**config.mk**
```make
export PLATFORM = sky130hd
export DESIGN_NAME = gen_ctrl_flat
export DESIGN_NICKNAME = d
export VERILOG_FILES = /design/src/rtl/gen_ctrl_if.sv /design/src/rtl/gen_ctrl.sv /design/src/flat_wrapper.sv
export SDC_FILE = /design/constraint.sdc
export NUM_CORES = 1
export LEC_CHECK = 0
export BUFFER_PORTS_ARGS = -buffer_cell sky130_fd_sc_hd__buf_2
export CAP_MARGIN = 0
export CORE_AREA = 2 2 75 77
export DETAILED_ROUTE_END_ITERATION = 8
export DIE_AREA = 0 0 77 79
export PLACE_DENSITY = 0.76
export SLEW_MARGIN = 0
export SYNTH_ARGS = -nofsm -noshare
export SYNTH_HDL_FRONTEND = slang
export SYNTH_SLANG_ARGS = --single-unit
export TNS_END_PERCENT = 5
```
**constraint.sdc**
```tcl
create_clock -name clk -period 2.5 [get_ports clk]
set_input_delay 0.125 -clock clk [delete_from_list [all_inputs] [get_ports clk]]
set_output_delay 0.125 -clock clk [all_outputs]
set_load 0.02 [all_outputs]
```
**src/rtl/gen_ctrl_if.sv**
```systemverilog
// Start/stop/config bus from the control logic plus the phase-counter
// link (value in, enable out) and the waveform/status outputs of gen_ctrl.
interface gen_ctrl_if #(
  parameter int DIV_W = 16
);
  logic             start;
  logic             stop;
  logic [1:0]       mode;
  logic [DIV_W-1:0] div;
  logic [7:0]       cnt_q;
  logic             cnt_en;
  logic [7:0]       wave;
  logic             wrap;
  logic             busy;
  logic [1:0]       state;

  modport master (
    output start, stop, mode, div, cnt_q,
    input  cnt_en, wave, wrap, busy, state
  );

  modport slave (
    input  start, stop, mode, div, cnt_q,
    output cnt_en, wave, wrap, busy, state
  );
endinterface

```
**src/rtl/gen_ctrl.sv**
```systemverilog
// Sequencing controller for the unresettable 8-bit phase counter: homes it to
// zero, paces it with a prescaler, stops at end of period and shapes the wave.
module gen_ctrl #(
  parameter int DIV_W = 16
) (
  input  logic      clk,
  input  logic      rst_n,
  gen_ctrl_if.slave bus
);

  typedef enum logic [1:0] {
    IDLE     = 2'd0,
    HOME     = 2'd1,
    RUN      = 2'd2,
    STOPPING = 2'd3
  } state_t;

  localparam logic [DIV_W-1:0] DIV_ONE = {{(DIV_W-1){1'b0}}, 1'b1};

  state_t           state_q, state_d;
  logic             stop_pend_q, stop_pend_d;
  logic [1:0]       mode_q;
  logic [DIV_W-1:0] div_q;
  logic [DIV_W-1:0] pre_q;
  logic [7:0]       wave_p1;
  logic             wrap_p1;

  logic             cnt_en;
  logic             running;
  logic             run_next;
  logic             at_top;
  logic             accept;
  logic [1:0]       mode_sel;
  logic [DIV_W-1:0] div_sel;

  function automatic logic [7:0] shape(input logic [7:0] q, input logic [1:0] m);
    logic [7:0] r;
    case (m)
      2'd0:    r = q;
      2'd1:    r = q[7] ? ~{q[6:0], 1'b0} : {q[6:0], 1'b0};
      2'd2:    r = q[7] ? 8'hFF : 8'h00;
      default: r = ~q;
    endcase
    return r;
  endfunction

  always_comb begin
    running  = (state_q == RUN) || (state_q == STOPPING);
    run_next = (state_d == RUN) || (state_d == STOPPING);
    at_top   = (bus.cnt_q == 8'hFF);
    accept   = (state_q == IDLE) && bus.start;
    // On the accepting edge the fresh config is used before it lands in the latches.
    mode_sel = accept ? bus.mode : mode_q;
    div_sel  = accept ? bus.div  : div_q;
  end

  always_comb begin
    cnt_en = 1'b0;
    case (state_q)
      IDLE:    cnt_en = 1'b0;
      HOME:    cnt_en = (bus.cnt_q != 8'd0);
      default: cnt_en = (pre_q == '0);
    endcase
  end

  always_comb begin
    state_d     = state_q;
    stop_pend_d = stop_pend_q;
    case (state_q)
      IDLE: begin
        stop_pend_d = 1'b0;
        if (bus.start) state_d = (bus.cnt_q != 8'd0) ? HOME : RUN;
      end
      HOME: begin
        if (bus.stop) stop_pend_d = 1'b1;
        if (bus.cnt_q == 8'd0) begin
          state_d     = (stop_pend_q || bus.stop) ? IDLE : RUN;
          stop_pend_d = 1'b0;
        end
      end
      RUN: begin
        if (bus.stop) state_d = STOPPING;
      end
      STOPPING: begin
        if (cnt_en && at_top) state_d = IDLE;
      end
      default: state_d = IDLE;
    endcase
  end

  always_ff @(posedge clk or negedge rst_n) begin
    if (!rst_n) begin
      state_q     <= IDLE;
      stop_pend_q <= 1'b0;
      mode_q      <= 2'd0;
      div_q       <= '0;
      pre_q       <= '0;
    end else begin
      state_q     <= state_d;
      stop_pend_q <= stop_pend_d;
      if (accept) begin
        mode_q <= bus.mode;
        div_q  <= bus.div;
      end
      if ((state_d == RUN) && !running)
        pre_q <= div_sel;
      else if (running)
        pre_q <= (pre_q == '0) ? div_q : (pre_q - DIV_ONE);
    end
  end

  // Stage p1: registered waveform sample and wrap pulse, one clock behind cnt_q.
  always_ff @(posedge clk or negedge rst_n) begin
    if (!rst_n) begin
      wave_p1 <= 8'd0;
      wrap_p1 <= 1'b0;
    end else begin
      wave_p1 <= run_next ? shape(bus.cnt_q, mode_sel) : 8'd0;
      wrap_p1 <= running && cnt_en && at_top;
    end
  end

  assign bus.cnt_en = cnt_en;
  assign bus.wave   = wave_p1;
  assign bus.wrap   = wrap_p1;
  assign bus.busy   = (state_q != IDLE);
  assign bus.state  = state_q;

endmodule

```
**src/flat_wrapper.sv**
```systemverilog
// flat-port wrapper written by rule: the top's interface ports become plain ports
module gen_ctrl_flat 
#(
  parameter int DIV_W = 16
)
  (clk, rst_n, bus_start, bus_stop, bus_mode, bus_div, bus_cnt_q, bus_cnt_en, bus_wave, bus_wrap, bus_busy, bus_state);
  gen_ctrl_if #(.DIV_W(DIV_W)) bus_i ();
  input  logic clk;
  input  logic rst_n;
  input wire logic [$bits(bus_i.start)-1:0] bus_start;
  input wire logic [$bits(bus_i.stop)-1:0] bus_stop;
  input wire logic [$bits(bus_i.mode)-1:0] bus_mode;
  input wire logic [$bits(bus_i.div)-1:0] bus_div;
  input wire logic [$bits(bus_i.cnt_q)-1:0] bus_cnt_q;
  output wire logic [$bits(bus_i.cnt_en)-1:0] bus_cnt_en;
  output wire logic [$bits(bus_i.wave)-1:0] bus_wave;
  output wire logic [$bits(bus_i.wrap)-1:0] bus_wrap;
  output wire logic [$bits(bus_i.busy)-1:0] bus_busy;
  output wire logic [$bits(bus_i.state)-1:0] bus_state;
  assign bus_i.start = bus_start;
  assign bus_i.stop = bus_stop;
  assign bus_i.mode = bus_mode;
  assign bus_i.div = bus_div;
  assign bus_i.cnt_q = bus_cnt_q;
  assign bus_cnt_en = bus_i.cnt_en;
  assign bus_wave = bus_i.wave;
  assign bus_wrap = bus_i.wrap;
  assign bus_busy = bus_i.busy;
  assign bus_state = bus_i.state;
  gen_ctrl #(.DIV_W(DIV_W)) u_core (.clk(clk), .rst_n(rst_n), .bus(bus_i));
endmodule
```
==> results.py <==
metrics = {
    "run_status": {
        "status": "complete, but fails checks",
        "violations": "negative hold slack",
    },
    "logic_synthesis": {
        "syn_nets": 325,
        "synth_seq_cells": 46,
        "synth.avg_cell_area_um2": 9.555,
        "yosysSeqAreaShare_pct": 41.26,
        "synth_cell_type_count": 49,
        "synthFlopType": "dfrtp_1",
        "ys.warnings.count": 0,
        "syn_area_um2": 2790,
        "synth-edff-count": 0,
        "postSynthCellCount": 292,
        "synth-async-reset-ratio_pct": 100.0,
    },
    "clock_tree": {
        "htree_levels": 2,
        "cts.sinks": 46,
        "numCtsBuffers": 5,
        "cts-root-buf": "clkbuf_8",
        "postCtsHoldBufs": 0,
        "cts_buffer_depth": 2,
        "cts_tree": "built",
        "insertion_delay_ps": 300,
        "path_clk_slew_ps": 90,
    },
    "routing": {
        "route.detailed.wl_per_inst_um": 16.28,
        "wl_um": 6511,
        "first_iter_violations": 238,
        "ant_nets": 0,
        "drc": 0,
        "vias_per_cell": 5.968,
        "vias": 2387,
        "dr.pass1.iters": 4,
    },
    "critical_path": {
        "cp_slowest_cell": "dfrtp_1",
        "start_kind": "flip-flop",
        "cp.arrival_ps": 2130,
        "r2r_setup_slack_ps": 320,
        "crit_fanout": 7,
        "r2r_cells": 5,
        "rr_startpoint": "u_core.bus.state[0]",
        "worstSetupPathType": "reg2out",
        "crit_chain": "or3_1 -> nor4_1 -> nand4_1 -> o21ai_0 -> buf_2",
        "crit_buf_inv": 1,
        "critPathTopFamily": "simple AND/OR/NAND/NOR gates",
        "rr_endpoint": "u_core.bus.wave[5]",
        "slowest_delay_ps": 440,
        "setup.worst_path.end_class": "output port",
        "worstPathRequired_ps": 2380,
    },
    "floorplan": {
        "io_pins": 43,
        "die-area_um2": 6083,
        "die_w_um": 77,
        "start_util_pct": 52.27,
        "rows": 27,
        "coreArea_um2": 5338,
        "die_y_um": 79,
    },
    "finish": {
        "nets": 360,
        "final_cell_mix": "dfrtp_1, buf_2, nand2_1, o211ai_1",
        "antenna_cells": 0,
        "syn2layout_area_growth_pct": 13.41,
        "final_common_cell": "dfrtp_1",
        "stdcell_area_um2": 3164,
        "fin_cells": 400,
        "drive_gt1_share_pct": 26.83,
    },
    "global_route": {
        "grt_max_degree": 47,
        "grt_pass1_wl_um": 11310,
        "antenna_found_initial": 0,
        "grt_pass1_vias": 2354,
        "track_usage_pct": 23.39,
        "grt_overflow_total": 0,
    },
    "power_and_ir_drop": {
        "peakVddDrop_mv": 0.2736,
        "finalPower_mw": 1.492,
        "p_leak_nw": 1.383,
        "power_density_nw_per_um2": 471.6,
    },
    "sta": {
        "clock_skew_ps": 6.155,
        "finalMaxSlewViolations": 0,
        "hold_viol_final": 15,
        "relSlewSlack_pct": 31.88,
        "rsz0062_at_grt": "false",
        "fin_tns_setup_ps": 0,
        "finalCriticalPeriod_ps": 2254,
        "period_share_pct": 90.17,
        "tightest_slew_ps": 1022,
        "max_freq_ghz": 0.4436,
        "finalSetupViolations": 0,
        "timing.hold.ws_ps": -3.392,
    },
    "placement": {
        "gp_congestion": 0.8956,
        "io_buffers": 42,
        "dpl.cell_count": 389,
        "placed_area_um2": 3032,
        "hpwl_um": 4710,
    },
    "min_path": {
        "min_path_type": "in2async",
    },
    "job": {
        "drv_cap": 0,
    },
}
==> kinds of logic (layout without fill, tap and decap cells) <==
group                    count (synthesis)  in the layout  synth area share [%]
AO/OA/AOI/OAI                           76             76                 19.51
adder cells (fa/ha/maj)                  3              3                 1.345
multiplexers                            34             34                 13.00
flip-flops                              46             46                 41.26
buffers and inverters                   30             66                 4.843
AND/OR/NAND/NOR                         93             93                 16.91
XOR/XNOR                                10             10                 3.139
==> cell type report <==
cell class | instances | area [µm²]
clock buffer | 8 | 110.1
inverter | 7 | 26.28
tap | 72 | 90.09
sequential | 46 | 1151
fill | 508 | 2173
multi-input combinational | 216 | 1509
timing repair buffer | 51 | 277.8
==> sequential cells by signal, indices dropped and copies added (netlist names) <==
register / count
u_core.div_q: 16
u_core.pre_q: 16
u_core.bus.wave: 8
u_core.bus.state: 2
u_core.mode_q: 2
u_core.bus.wrap: 1
u_core.stop_pend_q: 1
==> cells in the mapped netlist, types with 6 or more instances <==
library cell | n | area share [%]
a21oi_1 | 9 | 1.6
a31oi_1 | 10 | 2.2
buf_2 | 8 | 1.4
clkbuf_1 | 12 | 1.6
dfrtp_1 | 46 | 41
inv_1 | 6 | 0.81
mux2_2 | 18 | 7.3
mux2i_1 | 16 | 5.7
nand2_1 | 28 | 3.8
nand3_1 | 6 | 1.1
nor2_1 | 18 | 2.4
nor3_1 | 9 | 1.6
o211ai_1 | 21 | 5.7
o21ai_0 | 15 | 2.7
xor2_1 | 8 | 2.5
==> metrics by stage <==
step / util [%] / hold slack, ps / worst slack (ps)
2_1_floorplan: - / -170.6 / 392.3
3_3_place_gp: 56.80 / 362.1 / 413.9
3_5_place_dp: 56.80 / 362.0 / 321.4
4_1_cts: 58.86 / 34.41 / 100.6
5_1_grt: 59.28 / 61.13 / 93.78
6_report: 59.28 / -3.392 / 245.9
==> worst reg2reg max path: stages (launching register included) <==
cell and delay (ps):
dfrtp_1 480, nor3b_2 320, mux2_2 520, nor2_1 410, mux2i_1 160, a31oi_1 210
==> layer usage <==
metal	GRT usage [%]	vias up	part of all wire (%)
met1	31.53	1158	44
li1	-	1149	-
met4	9.464	0	2.2
met3	2.614	13	3.9
met5	0	-	0
met2	38.86	67	49
==> repair_timing <==
| item | in CTS | in global routing |
|---|---|---|
| gates resized for setup | 0 | 0 |
| endpoints found under the setup margin | 0 | 1 |
| setup buffers | 0 | 3 |
==> power by group <==
part / switching (mW) / internal, mW
clock: 0.255 / 0.279
sequential: 0.0121 / 0.773
combinational: 0.106 / 0.0669
total: 0.373 / 1.12
==> worst max-delay path by stage <==
stage                         from            endpoint  cells after the start
5_1_grt        u_core.bus.state[0]  u_core.bus.wave[5]                      5
3_5_place_dp          bus_cnt_q[7]     u_core.pre_q[9]                      8
2_1_floorplan  u_core.bus.state[0]  u_core.bus.wave[0]                      8
3_3_place_gp          bus_cnt_q[7]  u_core.bus.wave[7]                      8
4_1_cts           u_core.pre_q[10]          bus_cnt_en                      5
6_report          u_core.pre_q[10]          bus_cnt_en                      5
(Power assumes the default switching activity.)
